### config.mk
export PLATFORM = sky130hd
export DESIGN_NAME = ping_pong_bank_ctrl_flat
export DESIGN_NICKNAME = d
export VERILOG_FILES = /design/src/rtl/ping_pong_bank_ctrl_pkg.sv /design/src/rtl/ping_pong_bank_ctrl_if.sv /design/src/rtl/ping_pong_bank_ctrl_rd_latency_pipe.sv /design/src/rtl/ping_pong_bank_ctrl.sv /design/src/flat_wrapper.sv
export SDC_FILE = /design/constraint.sdc
export NUM_CORES = 1
export LEC_CHECK = 0
export ABC_CLOCK_PERIOD_IN_PS = 1390
export BUFFER_PORTS_ARGS = -buffer_cell sky130_fd_sc_hd__buf_2
export CAP_MARGIN = 20
export CORE_MARGIN = 1.5
export CORE_UTILIZATION = 45
export CTS_CLUSTER_DIAMETER = 30
export DETAILED_ROUTE_END_ITERATION = 8
export PLACE_DENSITY = 0.72
export SLEW_MARGIN = 0
export SYNTH_ARGS = -nofsm -noshare
export SYNTH_HDL_FRONTEND = slang
export SYNTH_SLANG_ARGS = --single-unit
### constraint.sdc
create_clock -name clk -period 1.39 [get_ports clk]
set_clock_uncertainty 0.1 [all_clocks]
set_input_delay 0.2085 -clock clk [delete_from_list [all_inputs] [get_ports clk]]
set_output_delay 0.2085 -clock clk [all_outputs]
set_load 0.05 [all_outputs]
### src/rtl/ping_pong_bank_ctrl_pkg.sv
// Shared types and instance sizing for the ping/pong bank sequencers.
package ping_pong_pkg;

  typedef enum logic [1:0] {
    PP_EMPTY,
    PP_FILLING,
    PP_FULL,
    PP_DRAINING
  } pp_bank_state_t;

  // West and north buffer sizing; instances pick one pair.
  localparam int unsigned W_TOTAL_DEPTH = 8;
  localparam int unsigned ADDR_WIDTH_W  = 3;
  localparam int unsigned N_TOTAL_DEPTH = 8;
  localparam int unsigned ADDR_WIDTH_N  = 3;

  // A bank may take producer words until it has been completely written.
  function automatic logic pp_writable(input pp_bank_state_t s);
    return (s == PP_EMPTY) || (s == PP_FILLING);
  endfunction

  // A bank holds unread data once fully written and until its last pass ends.
  function automatic logic pp_readable(input pp_bank_state_t s);
    return (s == PP_FULL) || (s == PP_DRAINING);
  endfunction

endpackage

### src/rtl/ping_pong_bank_ctrl_if.sv
// Producer/consumer/RAM-side signal bundle of the ping/pong bank controller.
interface ping_pong_bank_ctrl_if #(
  parameter int unsigned ADDR_WIDTH = 3
);
  logic                  clear;
  logic                  in_valid;
  logic                  in_ready;
  logic                  wr_en;
  logic                  wr_bank;
  logic [ADDR_WIDTH-1:0] wr_addr;
  logic                  rd_req;
  logic                  rd_en;
  logic                  rd_bank;
  logic [ADDR_WIDTH-1:0] rd_addr;
  logic                  rd_valid;
  logic                  rd_last;
  logic                  pass_done;
  logic [1:0]            bank_full;

  modport master (
    output clear, in_valid, rd_req,
    input  in_ready, wr_en, wr_bank, wr_addr, rd_en, rd_bank, rd_addr,
    input  rd_valid, rd_last, pass_done, bank_full
  );

  modport slave (
    input  clear, in_valid, rd_req,
    output in_ready, wr_en, wr_bank, wr_addr, rd_en, rd_bank, rd_addr,
    output rd_valid, rd_last, pass_done, bank_full
  );
endinterface

### src/rtl/ping_pong_bank_ctrl_rd_latency_pipe.sv
// Delays the read strobe and its last-word flag to line up with RAM data.
module pp_rd_latency_pipe #(
  parameter int unsigned RD_LATENCY = 1
) (
  input  logic clk,
  input  logic rst_n,
  input  logic clear,
  input  logic in_valid,
  input  logic in_last,
  output logic out_valid,
  output logic out_last
);

  logic [RD_LATENCY-1:0] valid_q, valid_d;
  logic [RD_LATENCY-1:0] last_q, last_d;

  // Shift one stage per cycle; last is only meaningful alongside valid.
  always_comb begin
    valid_d    = valid_q;
    last_d     = last_q;
    valid_d[0] = in_valid;
    last_d[0]  = in_valid & in_last;
    for (int i = 1; i < RD_LATENCY; i++) begin
      valid_d[i] = valid_q[i-1];
      last_d[i]  = last_q[i-1];
    end
  end

  // Pipe registers, flushed by reset or clear.
  always_ff @(posedge clk) begin
    if (!rst_n || clear) begin
      valid_q <= '0;
      last_q  <= '0;
    end else begin
      valid_q <= valid_d;
      last_q  <= last_d;
    end
  end

  assign out_valid = valid_q[RD_LATENCY-1];
  assign out_last  = last_q[RD_LATENCY-1];

endmodule

### src/rtl/ping_pong_bank_ctrl.sv
// Ping/pong bank sequencer: write and read address streams plus per-bank ownership.
module ping_pong_bank_ctrl
  import ping_pong_pkg::*;
#(
  parameter int unsigned DEPTH      = W_TOTAL_DEPTH,
  parameter int unsigned ADDR_WIDTH = ADDR_WIDTH_W,
  parameter int unsigned NUM_PASSES = 1,
  parameter int unsigned RD_LATENCY = 1
) (
  input logic                  clk,
  input logic                  rst_n,
  ping_pong_bank_ctrl_if.slave bus
);

  localparam int unsigned PassW = (NUM_PASSES > 1) ? $clog2(NUM_PASSES) : 1;
  localparam logic [ADDR_WIDTH-1:0] LastAddr = ADDR_WIDTH'(DEPTH - 1);
  localparam logic [PassW-1:0]      LastPass = PassW'(NUM_PASSES - 1);

  pp_bank_state_t        bank_q [2];
  pp_bank_state_t        bank_d [2];
  logic                  wr_bank_q, wr_bank_d;
  logic                  rd_bank_q, rd_bank_d;
  logic [ADDR_WIDTH-1:0] wr_addr_q, wr_addr_d;
  logic [ADDR_WIDTH-1:0] rd_addr_q, rd_addr_d;
  logic [PassW-1:0]      pass_q, pass_d;

  logic in_ready;
  logic wr_en;
  logic rd_en;
  logic rd_word_last;
  logic rd_final;
  logic pipe_valid;
  logic pipe_last;

  // State register; clear behaves exactly like reset and overrides all other events.
  always_ff @(posedge clk) begin
    if (!rst_n || bus.clear) begin
      bank_q[0] <= PP_EMPTY;
      bank_q[1] <= PP_EMPTY;
      wr_bank_q <= 1'b0;
      rd_bank_q <= 1'b0;
      wr_addr_q <= '0;
      rd_addr_q <= '0;
      pass_q    <= '0;
    end else begin
      bank_q[0] <= bank_d[0];
      bank_q[1] <= bank_d[1];
      wr_bank_q <= wr_bank_d;
      rd_bank_q <= rd_bank_d;
      wr_addr_q <= wr_addr_d;
      rd_addr_q <= rd_addr_d;
      pass_q    <= pass_d;
    end
  end

  // Next state: writer updates its bank first, reader second so a release wins a collision.
  always_comb begin
    bank_d[0] = bank_q[0];
    bank_d[1] = bank_q[1];
    wr_bank_d = wr_bank_q;
    rd_bank_d = rd_bank_q;
    wr_addr_d = wr_addr_q;
    rd_addr_d = rd_addr_q;
    pass_d    = pass_q;

    if (wr_en) begin
      if (wr_addr_q == LastAddr) begin
        bank_d[wr_bank_q] = PP_FULL;
        wr_addr_d         = '0;
        wr_bank_d         = ~wr_bank_q;
      end else begin
        bank_d[wr_bank_q] = PP_FILLING;
        wr_addr_d         = wr_addr_q + 1'b1;
      end
    end

    if (rd_en) begin
      if (bank_q[rd_bank_q] == PP_FULL) begin
        bank_d[rd_bank_q] = PP_DRAINING;
      end
      if (rd_word_last) begin
        rd_addr_d = '0;
        if (rd_final) begin
          bank_d[rd_bank_q] = PP_EMPTY;
          pass_d            = '0;
          rd_bank_d         = ~rd_bank_q;
        end else begin
          pass_d = pass_q + 1'b1;
        end
      end else begin
        rd_addr_d = rd_addr_q + 1'b1;
      end
    end
  end

  // Outputs: handshake and strobes decoded from the registered bank states.
  always_comb begin
    in_ready     = pp_writable(bank_q[wr_bank_q]);
    wr_en        = bus.in_valid & in_ready;
    rd_en        = bus.rd_req & pp_readable(bank_q[rd_bank_q]);
    rd_word_last = rd_en & (rd_addr_q == LastAddr);
    rd_final     = rd_word_last & (pass_q == LastPass);
  end

  pp_rd_latency_pipe #(
    .RD_LATENCY(RD_LATENCY)
  ) u_rd_pipe (
    .clk      (clk),
    .rst_n    (rst_n),
    .clear    (bus.clear),
    .in_valid (rd_en),
    .in_last  (rd_word_last),
    .out_valid(pipe_valid),
    .out_last (pipe_last)
  );

  assign bus.in_ready  = in_ready;
  assign bus.wr_en     = wr_en;
  assign bus.wr_bank   = wr_bank_q;
  assign bus.wr_addr   = wr_addr_q;
  assign bus.rd_en     = rd_en;
  assign bus.rd_bank   = rd_bank_q;
  assign bus.rd_addr   = rd_addr_q;
  assign bus.rd_valid  = pipe_valid;
  assign bus.rd_last   = pipe_last;
  assign bus.pass_done = pipe_last;
  assign bus.bank_full = {pp_readable(bank_q[1]), pp_readable(bank_q[0])};

endmodule

### src/flat_wrapper.sv
// flat-port wrapper written by rule: the top's interface ports become plain ports
module ping_pong_bank_ctrl_flat import ping_pong_pkg::*;
#(
  parameter int unsigned DEPTH      = W_TOTAL_DEPTH,
  parameter int unsigned ADDR_WIDTH = ADDR_WIDTH_W,
  parameter int unsigned NUM_PASSES = 1,
  parameter int unsigned RD_LATENCY = 1
)
  (clk, rst_n, bus_clear, bus_in_valid, bus_rd_req, bus_in_ready, bus_wr_en, bus_wr_bank, bus_wr_addr, bus_rd_en, bus_rd_bank, bus_rd_addr, bus_rd_valid, bus_rd_last, bus_pass_done, bus_bank_full);
  ping_pong_bank_ctrl_if #(.ADDR_WIDTH(ADDR_WIDTH)) bus_i ();
  input logic clk;
  input logic rst_n;
  input wire logic [$bits(bus_i.clear)-1:0] bus_clear;
  input wire logic [$bits(bus_i.in_valid)-1:0] bus_in_valid;
  input wire logic [$bits(bus_i.rd_req)-1:0] bus_rd_req;
  output wire logic [$bits(bus_i.in_ready)-1:0] bus_in_ready;
  output wire logic [$bits(bus_i.wr_en)-1:0] bus_wr_en;
  output wire logic [$bits(bus_i.wr_bank)-1:0] bus_wr_bank;
  output wire logic [$bits(bus_i.wr_addr)-1:0] bus_wr_addr;
  output wire logic [$bits(bus_i.rd_en)-1:0] bus_rd_en;
  output wire logic [$bits(bus_i.rd_bank)-1:0] bus_rd_bank;
  output wire logic [$bits(bus_i.rd_addr)-1:0] bus_rd_addr;
  output wire logic [$bits(bus_i.rd_valid)-1:0] bus_rd_valid;
  output wire logic [$bits(bus_i.rd_last)-1:0] bus_rd_last;
  output wire logic [$bits(bus_i.pass_done)-1:0] bus_pass_done;
  output wire logic [$bits(bus_i.bank_full)-1:0] bus_bank_full;
  assign bus_i.clear = bus_clear;
  assign bus_i.in_valid = bus_in_valid;
  assign bus_i.rd_req = bus_rd_req;
  assign bus_in_ready = bus_i.in_ready;
  assign bus_wr_en = bus_i.wr_en;
  assign bus_wr_bank = bus_i.wr_bank;
  assign bus_wr_addr = bus_i.wr_addr;
  assign bus_rd_en = bus_i.rd_en;
  assign bus_rd_bank = bus_i.rd_bank;
  assign bus_rd_addr = bus_i.rd_addr;
  assign bus_rd_valid = bus_i.rd_valid;
  assign bus_rd_last = bus_i.rd_last;
  assign bus_pass_done = bus_i.pass_done;
  assign bus_bank_full = bus_i.bank_full;
  ping_pong_bank_ctrl #(.DEPTH(DEPTH), .ADDR_WIDTH(ADDR_WIDTH), .NUM_PASSES(NUM_PASSES), .RD_LATENCY(RD_LATENCY)) u_core (.clk(clk), .rst_n(rst_n), .bus(bus_i));
endmodule
==> results.md <==
- Final wirelength: ~1.9 mm
- Die extent in y: 45.4 um
- Data required, critical path: 1500 ps
- Detail-routed via count per cell: 5.25
- Critical path arrival: 1660 ps
- Cell breakdown of the critical path: mux2_4, buf_6, or4_1, a21oi_1
- Netlist cell types: 30
- Switch share: 0.245
- Initial DRT Pass Iterations: 4
- Initial antenna violation count: 0
- Post-route setup slack: -164 ps
- H-tree Lvls: 1
- Fin crit share: 1.12
- Hold Fails Final Rpt: 0
- Synthesis-stage register bit count: 17
- Psw: 198 uW
- CP peak stage delay: 410 ps
- Cts bufs inserted: 3
- Hold Path Class: in -> reg
- Worst slew margin: 0.796
- Synthesized area: 811 um^2
- Layout Nets: 132
- Slowest cell on the critical path: or4_1
- Root buffer cell: clkbuf_4
- Total grt overflow: 0
- Crit Path Category: reg -> reg
- Fin Hold WS: 105 ps
- CTS tree: done
- Core ar.: 1710 um^2
- Die X: 45.4 um
- Minimum clock period: 1550 ps
- Max Cap Viol: 0
- DRC Markers: 0
- Post-DP HPWL: 1.38 mm
- Routed wire per std cell: 12.7 um
- Crit Path Max Fanout: 8
- Seq pwr share: 0.596
- CP Capture Type: flip-flop
- N_diodes: 0
- Number of global-route vias before repair: around 730
- DR vias: 766
- Global-route wire length before repair: 3.04 mm
- Fin. max-slew vios: 0
- Mean post-synth cell area: roughly 9 um^2
- Kind of start point of the critical path: flip-flop
- R2R setup slack: -160 ps
- RSZ-0062 raised after global routing: yes
- Pin slew with the least headroom to its limit: 305 ps
- Fmax achieved: 0.644 GHz
- Clock share of power: 0.321
- Die area: 2070 um^2
- Largest net degree at the start of global routing: 11
- Worst vdd ir: roughly 0.00066 V
- Finished Cell Area: 1240 um^2
- # hold bufs at CTS: 0
- Setup-failing EPs final: 11
- Io pins: 21
- Failing checks: setup timing
- Leakage: about 0.00049 uW
- Iter 0 DRT Violations: 9
- Cell Rows: 15
- Clock Path Buffers: 2
- Area post-placement: 1090 um^2
- Synthesis-to-finish area growth: 53.2%
- Sink Count: 17
- Gr usage total: 0.200
- Seq/Total Area, Yosys: 0.420
- Combinational Power Share: 0.083
- Mapped Nets: 99
- Clock latency on the worst-skew pair: about 280 ps
- GP Congestion: 0.782
- Synth warn: 0
- Final ANT Viol Nets: 0
- Ratio of cells with drive above 1 in the final layout: 0.579
- Internal: 610 uW
- Gate Count Post-Synth: 89
- Status: finished, violations left
- Initial cell density of the core: 0.475
- CTS clk-pin slew, worst paths: 110 ps
- Pwr dens: approximately 650 nW/um^2
- Input/output buffers: 20
cells in the final DEF, fill, tap and decap left out, drive strengths merged, types with 2 or more instances in the layout:
master and count:
o21ai 10, mux2 2, or4 2, buf 33, nor2 3, a31oi 4, ha 5, dfxtp 17
inv 4, nand2b 2, nand3 4, a41o 2, o211ai 2, or3 4, a21oi 10, clkbuf 4
kinds of logic (layout without fill, tap and decap cells):
kind of cell    count (synthesis)  after routing  synth area share
buf+inv                        11             43            0.0617
compound gates                 30             30             0.218
mux                             3              3            0.0447
flops                          17             17             0.420
fa+ha+maj                       5              5            0.0772
simple gates                   23             23             0.179
metrics by stage:
stage | power, uW | worst slack [ps] | utilization | TNS [ps] | instances
global route | 846 | -206 | 0.727 | -1690 | 146
global placement | 559 | -54.3 | 0.638 | -103 | 137
CTS | 818 | -189 | 0.692 | -1360 | 143
finish | 808 | -164 | 0.727 | -1210 | 146
floorplan | 539 | -82.7 | - | -359 | 89
detailed placement | 560 | -80.0 | 0.638 | -234 | 137
critical path, delay by kind of cell, from the launching register on:
family	cells	cell delay, ps
AO/OA/AOI/OAI	1	120
buffers and inverters	1	150
AND/OR/NAND/NOR	1	410
multiplexers	1	360
flip-flops	1	340
cells in the mapped netlist:
cell type | n | share of area
mux2_4 | 1 | 0.019
dfxtp_1 | 17 | 0.42
buf_2 | 1 | 0.0062
ha_1 | 5 | 0.077
nand2b_1 | 2 | 0.015
nand4b_1 | 1 | 0.011
mux2_2 | 1 | 0.014
nor3b_1 | 1 | 0.0093
or3_1 | 3 | 0.023
inv_1 | 5 | 0.023
a31oi_1 | 4 | 0.031
nand2_1 | 1 | 0.0046
nand4_1 | 1 | 0.0077
o31ai_1 | 1 | 0.0093
nor2b_1 | 1 | 0.0077
a31o_2 | 1 | 0.011
mux2i_1 | 1 | 0.012
or4_1 | 2 | 0.019
clkbuf_1 | 3 | 0.014
nand3_1 | 4 | 0.025
buf_4 | 2 | 0.019
or3_4 | 1 | 0.014
o21ai_0 | 10 | 0.062
a41o_1 | 2 | 0.025
and3b_1 | 1 | 0.011
a21oi_1 | 10 | 0.062
o211ai_1 | 2 | 0.019
and4b_1 | 1 | 0.012
nor2_1 | 3 | 0.014
nor3_1 | 1 | 0.0062
area by class of cell:
type	instances	area, um^2
Clock buffer	3	22.5
Clock inverter	1	5.00
Fill cell	134	465
Inverter	5	22.5
Multi-Input combinational cell	61	556
Sequential cell	17	368
Tap cell	25	31.3
Timing Repair Buffer	34	238
final timing paths:
check	start	end	cells past startpoint
hold reg to reg	u_core.bus.rd_addr[2]$_SDFFE_PP0N_	u_core.bus.rd_addr[2]$_SDFFE_PP0N_	2
hold / removal	bus_in_valid	u_core.bus.wr_addr[2]$_SDFFE_PP0N_	3
setup reg to reg	flip-flop	u_core.bus.wr_addr[0]$_SDFFE_PP0N_	4
setup / recovery	flip-flop	u_core.bus.wr_addr[0]$_SDFFE_PP0N_	4
timing repair:
item / 4_1_cts / 5_1_grt
setup buffers: 2 / 3
setup endpoints to repair: 14 / 15
gates cloned: 0 / 0
gates resized for setup: 15 / 9
pin swaps: 5 / 6
endpoints found under the hold margin: 0 / 0
metal layers:
metal	track usage	part of all wire
met1	0.228	0.42
met2	0.383	0.54
met3	0.0238	0.033
met4	0.0529	0.0070
met5	0	0
power groups by stage:
| stage | sequential, uW | clock [uW] | combinational [uW] |
|---|---|---|---|
| global placement | 497 | 0 | 61.8 |
| global route | 482 | 290 | 73.3 |
| detailed placement | 497 | 0 | 62.6 |
| finish | 482 | 259 | 66.8 |
| floorplan | 504 | 0 | 35.1 |
| CTS | 486 | 267 | 65.6 |
Power figures use the tool's default switching activity.
